$ cat src/rtl/la_pkg.sv
// la_pkg: shared state encoding and default widths for the logic-analyzer RAM write path
package la_pkg;
  typedef enum logic [1:0] {
    LA_ARB_IDLE,
    LA_ARB_REQ,
    LA_ARB_XFER
  } la_arb_state_e;
  localparam int LA_RAM_ADDR_WIDTH = 29;
  localparam int LA_RAM_DATA_WIDTH = 128;
endpackage

$ cat src/rtl/la_ram_write_arbiter_if.sv
// la_ram_write_arbiter_if: pod-side and RAM-side request/ack/burst signals of the write arbiter
interface la_ram_write_arbiter_if import la_pkg::*; #(
  parameter int NUM_PODS   = 2,
  parameter int ADDR_WIDTH = LA_RAM_ADDR_WIDTH,
  parameter int DATA_WIDTH = LA_RAM_DATA_WIDTH
);
  localparam int GW = $clog2(NUM_PODS);
  logic                           ram_ready;
  logic [NUM_PODS-1:0]            pod_enable;
  logic [NUM_PODS-1:0]            pod_wr_en;
  logic [NUM_PODS-1:0]            pod_wr_valid;
  logic [NUM_PODS*ADDR_WIDTH-1:0] pod_wr_addr;
  logic [NUM_PODS*DATA_WIDTH-1:0] pod_wr_data;
  logic [NUM_PODS-1:0]            pod_wr_ack;
  logic                           ram_wr_en;
  logic                           ram_wr_valid;
  logic [ADDR_WIDTH-1:0]          ram_wr_addr;
  logic [DATA_WIDTH-1:0]          ram_wr_data;
  logic                           ram_wr_ack;
  logic [GW-1:0]                  grant_id;
  logic [NUM_PODS-1:0]            protocol_err;
  modport master (
    input  ram_ready, pod_enable, pod_wr_en, pod_wr_valid, pod_wr_addr, pod_wr_data, ram_wr_ack,
    output pod_wr_ack, ram_wr_en, ram_wr_valid, ram_wr_addr, ram_wr_data, grant_id, protocol_err
  );
  modport slave (
    output ram_ready, pod_enable, pod_wr_en, pod_wr_valid, pod_wr_addr, pod_wr_data, ram_wr_ack,
    input  pod_wr_ack, ram_wr_en, ram_wr_valid, ram_wr_addr, ram_wr_data, grant_id, protocol_err
  );
endinterface

$ cat src/rtl/la_rr_picker.sv
// la_rr_picker: combinational round-robin select, req at ptr_i has highest priority then wraps upward
module la_rr_picker #(
  parameter int N = 2,
  parameter int W = $clog2(N)
) (
  input  logic [N-1:0] req_i,
  input  logic [W-1:0] ptr_i,
  output logic         valid_o,
  output logic [W-1:0] idx_o
);
  logic [W-1:0] j;
  assign valid_o = |req_i;
  // scan from lowest priority to highest so the last hit wins
  always_comb begin
    idx_o = '0;
    j = '0;
    for (int k = N - 1; k >= 0; k--) begin
      j = W'((int'(ptr_i) + k) % N);
      if (req_i[j]) idx_o = j;
    end
  end
endmodule

$ cat src/rtl/la_ram_write_arbiter.sv
// la_ram_write_arbiter: merges NUM_PODS pod write ports into one RAM write port, whole bursts round robin
module la_ram_write_arbiter import la_pkg::*; #(
  parameter int NUM_PODS   = 2,
  parameter int ADDR_WIDTH = LA_RAM_ADDR_WIDTH,
  parameter int DATA_WIDTH = LA_RAM_DATA_WIDTH,
  parameter int BURST_LEN  = 4
) (
  input logic                clk_ram,
  input logic                rst,
  la_ram_write_arbiter_if.master bus
);
  localparam int GW = $clog2(NUM_PODS);
  localparam int CW = $clog2(BURST_LEN) + 1;
  la_arb_state_e         state_q, state_d;
  logic [GW-1:0]         grant_q, grant_d, rr_q, rr_d, pick_idx;
  logic [CW-1:0]         cnt_q, cnt_d;
  logic [NUM_PODS-1:0]   ack_q, err_q, own;
  logic                  pick_vld, vld_q, accept, done;
  logic [ADDR_WIDTH-1:0] addr_q;
  logic [DATA_WIDTH-1:0] data_q;

  la_rr_picker #(.N(NUM_PODS)) u_pick (
    .req_i  (bus.pod_wr_en & bus.pod_enable),
    .ptr_i  (rr_q),
    .valid_o(pick_vld),
    .idx_o  (pick_idx)
  );

  assign own    = NUM_PODS'(1) << grant_q;
  // in-flight beat counts toward the burst so beat BURST_LEN+1 is refused
  assign accept = state_q == LA_ARB_XFER && bus.pod_wr_valid[grant_q] && cnt_q + CW'(vld_q) < CW'(BURST_LEN);
  assign done   = state_q == LA_ARB_XFER && vld_q && cnt_q == CW'(BURST_LEN - 1);

  always_comb begin
    state_d = state_q;
    grant_d = grant_q;
    rr_d = rr_q;
    cnt_d = state_q == LA_ARB_XFER ? cnt_q + CW'(vld_q) : '0;
    case (state_q)
      LA_ARB_IDLE: if (bus.ram_ready && pick_vld) begin
        grant_d = pick_idx;
        state_d = LA_ARB_REQ;
      end
      LA_ARB_REQ: if (bus.ram_wr_ack) state_d = LA_ARB_XFER;
      default: if (done) begin
        state_d = LA_ARB_IDLE;
        rr_d = int'(grant_q) == NUM_PODS - 1 ? '0 : grant_q + 1'b1;
      end
    endcase
  end

  always_ff @(posedge clk_ram or posedge rst) begin
    if (rst) begin
      state_q <= LA_ARB_IDLE;
      grant_q <= '0;
      rr_q <= '0;
      cnt_q <= '0;
      ack_q <= '0;
      err_q <= '0;
      vld_q <= 1'b0;
      addr_q <= '0;
      data_q <= '0;
    end else begin
      state_q <= state_d;
      grant_q <= grant_d;
      rr_q <= rr_d;
      cnt_q <= cnt_d;
      ack_q <= state_q == LA_ARB_REQ && bus.ram_wr_ack ? own : '0;
      err_q <= err_q | (bus.pod_wr_valid & ~(accept ? own : '0));
      vld_q <= accept;
      if (accept) begin
        addr_q <= bus.pod_wr_addr[grant_q*ADDR_WIDTH +: ADDR_WIDTH];
        data_q <= bus.pod_wr_data[grant_q*DATA_WIDTH +: DATA_WIDTH];
      end
    end
  end

  assign bus.ram_wr_en    = state_q == LA_ARB_REQ;
  assign bus.ram_wr_valid = vld_q;
  assign bus.ram_wr_addr  = addr_q;
  assign bus.ram_wr_data  = data_q;
  assign bus.pod_wr_ack   = ack_q;
  assign bus.grant_id     = grant_q;
  assign bus.protocol_err = err_q;
endmodule

$ cat src/flat_wrapper.sv
// flat-port wrapper written by rule: the top's interface ports become plain ports
module la_ram_write_arbiter_flat import la_pkg::*;
#(
  parameter int NUM_PODS   = 2,
  parameter int ADDR_WIDTH = LA_RAM_ADDR_WIDTH,
  parameter int DATA_WIDTH = LA_RAM_DATA_WIDTH,
  parameter int BURST_LEN  = 4
)
  (clk_ram, rst, bus_ram_ready, bus_pod_enable, bus_pod_wr_en, bus_pod_wr_valid, bus_pod_wr_addr, bus_pod_wr_data, bus_ram_wr_ack, bus_pod_wr_ack, bus_ram_wr_en, bus_ram_wr_valid, bus_ram_wr_addr, bus_ram_wr_data, bus_grant_id, bus_protocol_err);
  la_ram_write_arbiter_if #(.NUM_PODS(NUM_PODS), .ADDR_WIDTH(ADDR_WIDTH), .DATA_WIDTH(DATA_WIDTH)) bus_i ();
  input logic clk_ram;
  input logic rst;
  input wire logic [$bits(bus_i.ram_ready)-1:0] bus_ram_ready;
  input wire logic [$bits(bus_i.pod_enable)-1:0] bus_pod_enable;
  input wire logic [$bits(bus_i.pod_wr_en)-1:0] bus_pod_wr_en;
  input wire logic [$bits(bus_i.pod_wr_valid)-1:0] bus_pod_wr_valid;
  input wire logic [$bits(bus_i.pod_wr_addr)-1:0] bus_pod_wr_addr;
  input wire logic [$bits(bus_i.pod_wr_data)-1:0] bus_pod_wr_data;
  input wire logic [$bits(bus_i.ram_wr_ack)-1:0] bus_ram_wr_ack;
  output wire logic [$bits(bus_i.pod_wr_ack)-1:0] bus_pod_wr_ack;
  output wire logic [$bits(bus_i.ram_wr_en)-1:0] bus_ram_wr_en;
  output wire logic [$bits(bus_i.ram_wr_valid)-1:0] bus_ram_wr_valid;
  output wire logic [$bits(bus_i.ram_wr_addr)-1:0] bus_ram_wr_addr;
  output wire logic [$bits(bus_i.ram_wr_data)-1:0] bus_ram_wr_data;
  output wire logic [$bits(bus_i.grant_id)-1:0] bus_grant_id;
  output wire logic [$bits(bus_i.protocol_err)-1:0] bus_protocol_err;
  assign bus_i.ram_ready = bus_ram_ready;
  assign bus_i.pod_enable = bus_pod_enable;
  assign bus_i.pod_wr_en = bus_pod_wr_en;
  assign bus_i.pod_wr_valid = bus_pod_wr_valid;
  assign bus_i.pod_wr_addr = bus_pod_wr_addr;
  assign bus_i.pod_wr_data = bus_pod_wr_data;
  assign bus_i.ram_wr_ack = bus_ram_wr_ack;
  assign bus_pod_wr_ack = bus_i.pod_wr_ack;
  assign bus_ram_wr_en = bus_i.ram_wr_en;
  assign bus_ram_wr_valid = bus_i.ram_wr_valid;
  assign bus_ram_wr_addr = bus_i.ram_wr_addr;
  assign bus_ram_wr_data = bus_i.ram_wr_data;
  assign bus_grant_id = bus_i.grant_id;
  assign bus_protocol_err = bus_i.protocol_err;
  la_ram_write_arbiter #(.NUM_PODS(NUM_PODS), .ADDR_WIDTH(ADDR_WIDTH), .DATA_WIDTH(DATA_WIDTH), .BURST_LEN(BURST_LEN)) u_core (.clk_ram(clk_ram), .rst(rst), .bus(bus_i));
endmodule
$ cat config.mk
export PLATFORM = sky130hd
export DESIGN_NAME = la_ram_write_arbiter_flat
export DESIGN_NICKNAME = d
export VERILOG_FILES = /design/src/rtl/la_pkg.sv /design/src/rtl/la_ram_write_arbiter_if.sv /design/src/rtl/la_rr_picker.sv /design/src/rtl/la_ram_write_arbiter.sv /design/src/flat_wrapper.sv
export SDC_FILE = /design/constraint.sdc
export NUM_CORES = 1
export LEC_CHECK = 0
export CORE_AREA = 2 2 191 193
export DETAILED_ROUTE_END_ITERATION = 7
export DIE_AREA = 0 0 193 195
export PLACE_DENSITY_LB_ADDON = 0.08
export SLEW_MARGIN = 10
export SYNTH_ARGS = -nofsm -noshare
export SYNTH_HDL_FRONTEND = slang
export SYNTH_SLANG_ARGS = --single-unit
$ cat constraint.sdc
create_clock -name clk_ram -period 6.7 [get_ports clk_ram]
set_clock_uncertainty 0.05 [all_clocks]
set_input_delay 1.005 -clock clk_ram [delete_from_list [all_inputs] [get_ports clk_ram]]
set_output_delay 1.005 -clock clk_ram [all_outputs]
set_load 0.02 [all_outputs]
# [Yosys cells after proc, flatten, opt, wreduce, memory -nomap -nowiden]
# Index checks and enable logic that the tools add are counted.
[totals] register_bits=169 latchBits=0 mem_bits_rw=0 rom_bits=0 memories=0
[classes] n_addsub=3 mul=1 div=0 n_lt_le_gt_ge=4 eq_ne=5 shift=3 n_mux=16 bitwise=5 reduce_logical=13
[op_table] op="$shiftx 256x9->128" n=1
[op_table] op="$shiftx 58x7->29" n=1
[op_table] op="$mux 2" n=5
[op_table] op="$mux 1" n=9
[op_table] op="$logic_and 1x1->1" n=6
[op_table] op="$lt 1x2->1 const B" n=3
[op_table] op="$mul 1x5->6 const B" n=1
[op_table] op="$and 2x2->2" n=2
[op_table] op="$pmux 2 s2" n=1
[op_table] op="$reduce_and 2->1" n=2
[op_table] op="$reduce_or 2->1" n=2
[op_table] op="$add 3x1->3" n=1
[op_table] op="$eq 3x2->1 const B" n=1
[op_table] op="$lt 3x3->1 const B" n=1
[op_table] op="$mux 3" n=1
[op_table] op="$reduce_and 3->1" n=1
[op_table] op="$reduce_bool 3->1" n=1
[op_table] op="$add 1x1->1 const B" n=2
[op_table] op="$eq 2x1->1 const B" n=1
[op_table] op="$eq 2x2->1 const B" n=1
[op_table] op="$logic_not 2->1" n=1
[op_table] op="$ne 2x1->1 const B" n=1
[op_table] op="$ne 2x2->1 const B" n=1
[op_table] op="$not 2->2" n=1
[op_table] op="other kinds (3)" n=3

# [Longest topological paths before layout]
# Gate-level depths: netlist (run 1).
[depth] ltp_word=8 depth_mapped=8 depth_no_buf=5

# [By module]
# From an unflattened synthesis (run 1), not the netlist that was laid out.
[unflattened] hier_cells=937 hier_area_um2=9504.1
[modules_own_cells] module="la_ram_write_arbiter" n_inst=1 cells_per_inst=934 area_per_inst_um2=9486.6 seq_area_each_um2=4229.1
[modules_own_cells] module="la_rr_picker" n_inst=1 cells_per_inst=3 area_per_inst_um2=17.5 seq_area_each_um2=0.0

# [Worst setup path before layout (run 1)]
# Ideal clock, no wire load.
[synth_path] path_type="input to register" startpoint="input bus_pod_wr_valid[0]" endpoint="register u_core.addr_q[17] (netlist: u_core.bus.ram_wr_addr[17])" setup_time_ps=78 arrival_time_ps=2119 setup_slack_ps=4452 stages=6 n_path_buf=3 cell_sequence="buf_2 > buf_6 > or2_1 > nand4_1 > clkbuf_1 > o2bb2ai_1"
[synth_via] elab_chain_len=4
[synth_rtl] item="from (decl)" line="flat_wrapper.sv:16" text="input wire logic [$bits(bus_i.pod_wr_valid)-1:0] bus_pod_wr_valid;"
[synth_rtl] item="$mux 1 (not written as such) (2 in a row)" line="la_ram_write_arbiter.sv:31" text="assign accept = state_q == LA_ARB_XFER && bus.pod_wr_valid[grant_q] && cnt_q + CW'(vld_q) < CW'(BURST_LEN);"
[synth_rtl] item="$logic_and 1x1->1 (2 in a row)" line="la_ram_write_arbiter.sv:31"
[synth_rtl] item="to (signal assigned)" line="la_ram_write_arbiter.sv:72" text="addr_q <= bus.pod_wr_addr[grant_q*ADDR_WIDTH +: ADDR_WIDTH];"
[synth_rtl] item="to (decl)" line="la_ram_write_arbiter.sv:19" text="logic [ADDR_WIDTH-1:0] addr_q;"
# No other way between the ends. The select of a mux whose other input is x is not followed.
# A chain may end at the register's enable or synchronous reset.

# [Worst setup path in the final report (run 1)]
[layout_path] startpoint="register u_core.vld_q (netlist: u_core.bus.ram_wr_valid)" endpoint="register u_core.data_q[48] (netlist: u_core.bus.ram_wr_data[48])"
[layout_via] elab_chain_len=3
[layout_rtl] item="from (decl)" line="la_ram_write_arbiter.sv:18" text="logic pick_vld, vld_q, accept, done;"
[layout_rtl] item="from (signal assigned)" line="la_ram_write_arbiter.sv:70" text="vld_q <= accept;"
[layout_rtl] item="$add 3x1->3" line="la_ram_write_arbiter.sv:31"
[layout_rtl] item="$lt 3x3->1" line="la_ram_write_arbiter.sv:31"
[layout_rtl] item="$logic_and 1x1->1" line="la_ram_write_arbiter.sv:31"
[layout_rtl] item="to (signal assigned)" line="la_ram_write_arbiter.sv:73" text="data_q <= bus.pod_wr_data[grant_q*DATA_WIDTH +: DATA_WIDTH];"
[layout_rtl] item="to (decl)" line="la_ram_write_arbiter.sv:20" text="logic [DATA_WIDTH-1:0] data_q;"
# No other way between the ends.

==> results of run 1 <==
[critical path: cells and delay by family (launching register included)]
| family | cells | cell delay, ns |
|---|---|---|
| AND/OR/NAND/NOR | 1 | 0.86 |
| buffers and inverters | 2 | 0.93 |
| flip-flops | 1 | 0.40 |
| adder cells (fa/ha/maj) | 2 | 0.51 |
| XOR/XNOR | 1 | 0.19 |
| AO/OA/AOI/OAI | 1 | 0.48 |
[flip-flops by register name, summed over array words and instances, names as in the netlist]
register                 cells
u_core.bus.grant_id          1
u_core.bus.pod_wr_ack        2
u_core.bus.protocol_err      2
u_core.bus.ram_wr_addr      29
u_core.bus.ram_wr_data     128
u_core.bus.ram_wr_valid      1
u_core.cnt_q                 3
u_core.rr_q                  1
u_core.state_q               2
[per-layer routing]
metal / GRT usage / part of all wire / up-vias
li1: - / - / 4446
met4: 0.06566 / 0.020 / 2
met3: 0.06308 / 0.084 / 39
met1: 0.2559 / 0.41 / 4527
met5: 0 / 0.00031 / -
met2: 0.3567 / 0.49 / 353
[cell usage after synthesis (2+ instances only)]
| master | n | area (um2) |
|---|---|---|
| ha_1 | 2 | 25.02 |
| a22oi_1 | 13 | 97.59 |
| dfrtp_1 | 169 | 4229 |
| o221a_2 | 6 | 67.56 |
| a41oi_1 | 77 | 674.4 |
| o221a_1 | 70 | 788.3 |
| clkbuf_1 | 81 | 304.0 |
| a21oi_1 | 69 | 345.3 |
| or3_1 | 76 | 475.5 |
| nor2b_1 | 80 | 500.5 |
| and2_1 | 2 | 12.51 |
| buf_1 | 2 | 7.510 |
| buf_6 | 6 | 67.56 |
| nor2_1 | 78 | 292.8 |
| buf_2 | 27 | 135.1 |
| nand4_1 | 2 | 12.51 |
| and3_1 | 2 | 12.51 |
| o2bb2ai_1 | 81 | 709.4 |
| buf_4 | 3 | 22.52 |
| and3b_1 | 69 | 604.3 |
| inv_1 | 2 | 7.510 |
| nand2b_1 | 4 | 25.02 |
| nor3b_1 | 2 | 15.01 |
[final cells by class]
class,count,area (um2),area share
Timing Repair Buffer,502,4989,0.3269
Multi-Input combinational cell,646,4816,0.3156
Sequential cell,169,4233,0.2774
Tap cell,461,576.8,0.03780
Clock buffer,21,450.4,0.02952
Clock inverter,10,168.9,0.01107
Inverter,3,16.27,0.001066
Antenna cell,4,10.01,0.0006560
[worst max path at each step]
stage	from	endpoint	slack (ns)	cells past startpoint
floorplan	rst	u_core.bus.grant_id	1.07	1
global placement	bus_pod_wr_valid[1]	u_core.bus.ram_wr_data[75]	2.93	5
detailed placement	bus_pod_wr_valid[1]	u_core.bus.ram_wr_data[68]	2.92	5
CTS	u_core.bus.ram_wr_valid	u_core.bus.ram_wr_data[48]	2.99	7
global route	u_core.bus.ram_wr_valid	u_core.bus.ram_wr_data[29]	2.79	7
finish	u_core.bus.ram_wr_valid	u_core.bus.ram_wr_data[48]	3.03	7
[through the flow]
step	instance area, um2	total power, W	hold WS, ns
global route	15260	0.007168	0.4463
finish	15260	0.006766	0.4180
global placement	14630	0.005723	0.4003
CTS	15250	0.006851	0.4303
detailed placement	14630	0.005744	0.4126
floorplan	9539	0.004032	0.4480
[power groups by stage]
| stage | clock network (W) | registers, W | logic (W) |
|---|---|---|---|
| 3_3_place_gp | 0 | 0.00198 | 0.00375 |
| 2_1_floorplan | 0 | 0.00240 | 0.00163 |
| 4_1_cts | 0.00111 | 0.00196 | 0.00379 |
| 6_report | 0.00108 | 0.00196 | 0.00373 |
| 3_5_place_dp | 0 | 0.00196 | 0.00378 |
| 5_1_grt | 0.00116 | 0.00203 | 0.00398 |
[cell families after synthesis]
group	count (synthesis)
AO/OA/AOI/OAI	321
XOR/XNOR	2
adder cells (fa/ha/maj)	2
buffers and inverters	122
flip-flops	169
multiplexers	1
AND/OR/NAND/NOR	320
==> run metrics, run 1 <==
register area share after synthesis=0.4433; Int Pwr=about 0.004 W; Crit Reg-Reg Endpoint=u_core.bus.ram_wr_data[48]; leakage=between 5 and 6 nW; Post-DP HPWL=27,960 um; fin util=0.4311; pre-CTS setup slack=around 2.9 ns; row count=69; DRC=0; Mapped Nets=about 1,300; Final WS setup=3.031 ns; startpoint class of the critical path=flop; root buffer selected by CTS=clkbuf_16; nets@finish=1,665; die area=37,640 um2; Worst-path clk slew=around 0.070 ns; Yosys reg bits=169; die width=between 150 and 200 um; WS Path Type=flop to flop; Initial Util=0.2695; Post-synth ARST share=1.000; core area=about 35,000 um2; Netlist cell types=37; Hold WC Path Type=flop to flop; warnings from Yosys=0; Flop pwr share=0.289; status=finished clean; min-delay src=u_core.bus.protocol_err[0]; Setup Fix Bufs, Post-CTS=0; Die Span Y=195 um; GPL Wtd Cong=~0.75; shortest period the worst path allows=between 3 and 4 ns; CTS Hold Buffers Added=0; max_cap viols=0; Synth Area in XOR/XNOR=0.002623; Setup TNS Final=0 ns; Sw Share=0.4213; hold path cells=1; synthesized netlist cell count=between 900 and 1,000; RSZ-0062 raised after global routing=false; maximum root-to-sink buffer count=2; Max IR drop VDD=around 0.23 mV; R2R Path Start=u_core.bus.ram_wr_valid; Vias/cell=5.158; Worst Tran Pin Value=1.065 ns; maximum clock rate=272.5 MHz; area grow syn2layout=59.97%; worst endpoint required time=between 6 and 7 ns; endpoints failing setup=0; PD cells=~440 nW/um2; # fillers=3,443; first-pass GRT wire length=60,300 um; Worst EP arrival=3.94 ns; area share of fa/ha/maj cells after synthesis=0.002623; Min-Delay Endpoint=u_core.bus.protocol_err[0]; Final ANT Viol Nets=0; total global-route track usage=0.2108; initial DRC count=550; via count=about 9,400; P_sw=around 0.0029 W; post-synthesis compound-gate area fraction=0.2849; CP cell instances=ha_1 -> ha_1 -> xnor2_4 -> buf_4 -> buf_4 -> nand3_4 -> o2bb2ai_1; Avg Cell Area, Syn=10.18 um2; final cell count without fillers=1,816; Num CTS Buffers=17; commonest non-fill, non-tap cell in the layout=clkdlybuf4s50_1; Post-Route WL=roughly 41,000 um; Inst Count DP=approximately 1,800; worst r2r path cells=7; initial antenna violation count=5; first-pass iteration count of the detailed router=5; Final Hold Vio Count=0; WL/cell=approximately 23 um; most frequent cells in the layout=486 x clkdlybuf4s50_1, 168 x dfrtp_1, 81 x o2bb2ai_1; Synth Area in Simple Gates=0.2080; Final Max Slew Viols=0; relative slew slack=0.2900; EDFF count, synth=0; post-CTS resize count=0; crit-path max FO=roughly 80; Final period util=0.5477; vias in the first global route=between 9,000 and 10,000; R2R setup slack=3.03 ns; PortBufs=487; cell area after synthesis=9539 um2; Slowest cell on crit path=nand3_4; GRT overflow=0; combinational fraction of design power=0.551; Worst setup EP type=flop; CTS H-tree depth=4; CTS tree=built; clock latency on the worst-skew pair=between 0.4 and 0.5 ns; layout cells sized above 1=0.04367; Top FF cell, synth=dfrtp_1; largest net degree at the start of global routing=between 90 and 100; clock share of power=0.160; mux cell area share after synthesis=0.001049; main combinational cell family by area after synthesis=compound AO/OA/AOI/OAI gates; clock sinks=around 170; critical path's largest stage delay=~0.86 ns; Ports=488
Power figures use the tool's default switching activity.
==> run 2, diff against run 1 <==
clock period = 3.42 ns   (was 6.7 ns; I/O delays follow)
==> run 2 against run 1 <==
Effect of this change: final cell count is 0.55% higher; clock power up 94%; critical path depth did not move; die area is the same; first-iteration DRC count down 16%; routed wire length grew 0.96%; combinational power rose by 100%; global-route usage grew 0.061 points; hold slack better by 0.0031 ns; setup slack got worse by 2.3 ns; largest cell class unchanged.
==> run metrics, run 2 (synthesis results as in run 1) <==
Worst Tran Pin Value=1.015 ns; root buffer selected by CTS=clkbuf_16; PD cells=865.5 nW/um2; startpoint class of the critical path=flop; status=finished clean; Hold WC Path Type=flop to flop; die width=slightly below 200 um; area grow syn2layout=61.29%; R2R setup slack=0.69 ns; Flop pwr share=0.278; initial DRC count=roughly 460; Crit Reg-Reg Endpoint=u_core.bus.ram_wr_data[51]; Max IR drop VDD=about 0.64 mV; WL/cell=around 23 um; Critical Path End=u_core.bus.ram_wr_data[51]; Ports=~490; nets@finish=roughly 1,700; WS Path Type=flop to flop; first-pass iteration count of the detailed router=5; most frequent cells in the layout=486 x clkdlybuf4s50_1, 168 x dfrtp_1, 81 x o2bb2ai_1; worst endpoint required time=between 3 and 4 ns; max_cap viols=0; GPL Wtd Cong=between 0.7 and 0.8; PortBufs=slightly below 500; Inst Count DP=about 1,800; clock sinks=approximately 170; Worst-path clk slew=about 0.070 ns; hold path cells=1; Final ANT Viol Nets=0; leakage=around 5.9 nW; Finished Cell Area=15,390 um2; crit-path max FO=approximately 80; GRT overflow=0; commonest non-fill, non-tap cell in the layout=clkdlybuf4s50_1; Worst EP arrival=3.01 ns; Vias/cell=just over 5; Num CTS Buffers=17; vias in the first global route=~9,400; max FFs per register=between 100 and 150; die area=roughly 38,000 um2; post-CTS resize count=0; core area=35,400 um2; Int Pwr=slightly below 0.008 W; Sw Share=0.4204; Post-Route WL=approximately 42,000 um; CTS Hold Buffers Added=0; largest net degree at the start of global routing=roughly 150; RSZ-0062 raised after global routing=false; CTS tree=built; via count=around 9,400; Post-DP HPWL=between 20,000 and 30,000 um; Setup TNS Final=0 ns; Worst setup EP type=flop; Final Hold Vio Count=0; worst r2r path cells=7; Initial Util=0.2695; Die Span Y=a little under 200 um; combinational fraction of design power=0.565; row count=about 70; first-pass GRT wire length=60,330 um; P_sw=about 0.0056 W; Final Max Slew Viols=0; relative slew slack=0.3237; dpl cell area=14,750 um2; Setup Fix Bufs, Post-CTS=0; maximum clock rate=roughly 370 MHz; endpoints failing setup=0; final cell count without fillers=between 1,500 and 2,000; DRC=0; maximum root-to-sink buffer count=2; initial antenna violation count=10; crit path launch=u_core.bus.ram_wr_valid; Final period util=0.7983; R2R Path Start=u_core.bus.ram_wr_valid; clock share of power=0.157; Pwr Total=0.01332 W; total global-route track usage=0.2114; clock latency on the worst-skew pair=approximately 0.43 ns; shortest period the worst path allows=~2.7 ns; layout cells sized above 1=0.04794; CTS H-tree depth=4
==> run 2: critical path, stage by stage (launching register included) <==
cell       delay, ns
dfrtp_1         0.39
ha_1            0.20
ha_1            0.30
xnor2_4         0.21
buf_4           0.27
nand4_1         0.18
buf_4           0.72
o2bb2ai_1       0.19
==> run 2: worst min-delay path by stage <==
stage,slack [ns],end,start
2_1_floorplan,0.45,u_core.rr_q,u_core.rr_q
3_3_place_gp,0.40,u_core.bus.protocol_err[0],u_core.bus.protocol_err[0]
3_5_place_dp,0.41,u_core.bus.protocol_err[0],u_core.bus.protocol_err[0]
4_1_cts,0.43,u_core.bus.protocol_err[0],u_core.bus.protocol_err[0]
5_1_grt,0.44,u_core.bus.protocol_err[1],u_core.bus.protocol_err[1]
6_report,0.42,u_core.bus.protocol_err[1],u_core.bus.protocol_err[1]
==> run 2: area by class of cell <==
type                    count  area (um2)
repair buffers            507        5114
inverters                   3       15.01
well taps                 461       576.8
clock inverters             9       140.1
diodes                      9       22.52
multi-input cells         646        4811
clock buffers              22       474.2
fillers                  3406       20010
flip-flops and latches    169        4233
==> run 2: stage by stage <==
stage | worst slack (ns) | util | hold WS (ns)
2_1_floorplan | 0.7023 | - | 0.4480
3_3_place_gp | 0.7175 | 0.4167 | 0.3997
3_5_place_dp | 0.6897 | 0.4167 | 0.4112
4_1_cts | 0.6837 | 0.4340 | 0.4268
5_1_grt | 0.5649 | 0.4346 | 0.4405
6_report | 0.6897 | 0.4347 | 0.4211
==> run 2: power groups by stage <==
stage / combinational, W / clock, W / sequential (W)
after floorplan: 0.00320 / 0 / 0.00470
after global placement: 0.00755 / 0 / 0.00373
after detailed placement: 0.00763 / 0 / 0.00371
after CTS: 0.00762 / 0.00215 / 0.00371
after global routing: 0.00801 / 0.00222 / 0.00384
final: 0.00752 / 0.00209 / 0.00371
==> run 2: layer usage <==
metal | GRT usage | wire [um] | vias to the layer above | part of all wire
li1 | - | - | 4465 | -
met2 | 0.3587 | 20750 | 353 | 0.50
met5 | 0 | 0 | - | 0
met4 | 0.07660 | 825 | 0 | 0.020
met1 | 0.2492 | 16500 | 4572 | 0.40
met3 | 0.06668 | 3605 | 35 | 0.086
==> run 3, diff against run 2 <==
clock period = 2.55 ns   (was 3.42 ns; I/O delays follow)
==> run 3 against run 2 <==
Effect of this change: critical path depth decreased by 1; via count decreased by 0.22%; clock power increased by 26%; register-to-register slack got worse by 0.50 ns; die area unchanged; first-iteration DRC count increased by 12%; sequential power increased by 33%; hold slack got worse by 0.14 ns; non-clock buffer count increased by 12.
==> run metrics, run 3 (synthesis results as in run 1) <==
crit-path max FO=20; status=finished clean; Final ANT Viol Nets=0; global-route met3 utilization=0.07243; area grow syn2layout=63.01%; worst endpoint required time=2.86 ns; vias in the first global route=9,647; Worst setup EP type=flop; DRC=0; Final period util=0.9240; post-CTS resize count=0; # fillers=around 3,500; R2R setup slack=about 0.19 ns; Setup Fix Bufs, Post-CTS=0; shortest period the worst path allows=between 2 and 2.5 ns; CTS H-tree depth=4; die area=37,640 um2; Initial Util=0.2695; Ports=just under 500; worst r2r path cells=6; Max IR drop VDD=between 0.4 and 0.5 mV; WL/cell=~23 um; most frequent cells in the layout=486 x clkdlybuf4s50_1, 168 x dfrtp_1, 81 x o2bb2ai_1; max FFs per register=approximately 130; initial antenna violation count=9; Post-DP HPWL=28,950 um; Final Max Slew Viols=0; CTS Hold Buffers Added=0; Worst EP arrival=~2.7 ns; Final Hold Vio Count=0; Vias/cell=a little over 5; PD cells=1148 nW/um2; fin util=0.4393; gr busiest metal=met2; GRT overflow=0; WS Path Type=flop to flop; startpoint class of the critical path=flop; Post-Route WL=just over 40,000 um; commonest non-fill, non-tap cell in the layout=clkdlybuf4s50_1; CP cell instances=ha_1 -> ha_1 -> xnor2_4 -> and3_2 -> buf_4 -> o221a_1; Hold WC Path Type=input port to asynchronous set/reset pin; maximum clock rate=about 420 MHz; max_cap viols=0; RSZ-0062 raised after global routing=false; clock latency on the worst-skew pair=between 0.4 and 0.5 ns; PortBufs=roughly 490; clock sinks=around 170; core area=between 30,000 and 40,000 um2; maximum root-to-sink buffer count=2; nets@finish=between 1,500 and 2,000; Worst Tran Pin Value=a little under 0.7 ns; total global-route track usage=0.2143; Die Span Y=approximately 200 um; first-pass GRT wire length=about 61,000 um; R2R Path Start=u_core.bus.ram_wr_valid; CTS tree=built; Pwr Total=0.01786 W; Crit Reg-Reg Endpoint=u_core.bus.ram_wr_data[111]; critical path's largest stage delay=between 0.4 and 0.5 ns; largest net degree at the start of global routing=90; Num CTS Buffers=17; row count=69; met2 usage=0.3643; endpoints failing setup=0; initial DRC count=520; Worst-path clk slew=approximately 0.07 ns; layout cells sized above 1=0.05633; leakage=between 5 and 6 nW; met1 Use GR=0.2568; relative slew slack=0.5364; root buffer selected by CTS=clkbuf_16; via count=about 9,400; Slowest cell on crit path=and3_2; first-pass iteration count of the detailed router=4; die width=193 um; cell mode on critical path=ha_1; GPL Wtd Cong=0.7684
## run 3: power breakdown
group	switching, W	total (W)	leakage (nW)	internal (W)
sequential	0.000932	0.00493	2.01	0.00400
combinational	0.00544	0.0103	3.65	0.00485
clock	0.00114	0.00263	0.271	0.00149
## run 3: critical path: cells and delay by family, from the launching register on
kind / cells / cell delay [ns]
adders and majority gates: 2 / 0.51
and+or+nand+nor: 1 / 0.44
DFF: 1 / 0.40
buffers and inverters: 1 / 0.34
xor gates and xnor gates: 1 / 0.31
AOI/OAI and AO/OA: 1 / 0.23
## run 3: per-stage QoR
step                      worst slack, ns  cells  TNS (ns)  hold WS, ns  instance area (um2)
after global routing              0.07834   1835         0       0.2835                15550
after floorplan                  -0.03723    937    -6.291       0.4480                 9543
after detailed placement           0.1989   1798         0       0.4164                14950
after CTS                          0.1782   1828         0       0.2661                15530
after global placement             0.2579   1798         0       0.4012                14950
final                              0.1938   1836         0       0.2820                15550
## run 3: cell type report
cell class	count	area, um2	share of cell area
Clock buffer	20	456.7	0.02937
Sequential cell	169	4233	0.2722
Multi-Input combinational cell	646	4811	0.3094
Antenna cell	8	20.02	0.001287
Clock inverter	10	121.4	0.007805
Tap cell	461	576.8	0.03709
Inverter	3	15.01	0.0009656
Timing Repair Buffer	519	5316	0.3419
## run 3: how the worst max path moves through the flow
stage | startpoint | to | cells past startpoint
3_3_place_gp | u_core.bus.ram_wr_valid | u_core.bus.ram_wr_data[109] | 6
5_1_grt | u_core.bus.ram_wr_valid | u_core.bus.ram_wr_addr[3] | 6
4_1_cts | u_core.bus.ram_wr_valid | u_core.bus.ram_wr_data[119] | 6
3_5_place_dp | u_core.bus.ram_wr_valid | u_core.bus.ram_wr_data[119] | 6
2_1_floorplan | rst | u_core.bus.grant_id | 1
6_report | u_core.bus.ram_wr_valid | u_core.bus.ram_wr_data[111] | 6
## run 3: routing by layer
| layer | vias to the layer above | share of wire | wire, um |
|---|---|---|---|
| li1 | 4471 | - | - |
| met1 | 4552 | 0.39 | 16380 |
| met2 | 355 | 0.50 | 20740 |
| met3 | 26 | 0.095 | 3940 |
| met4 | 0 | 0.013 | 522 |
| met5 | - | 0 | 0 |
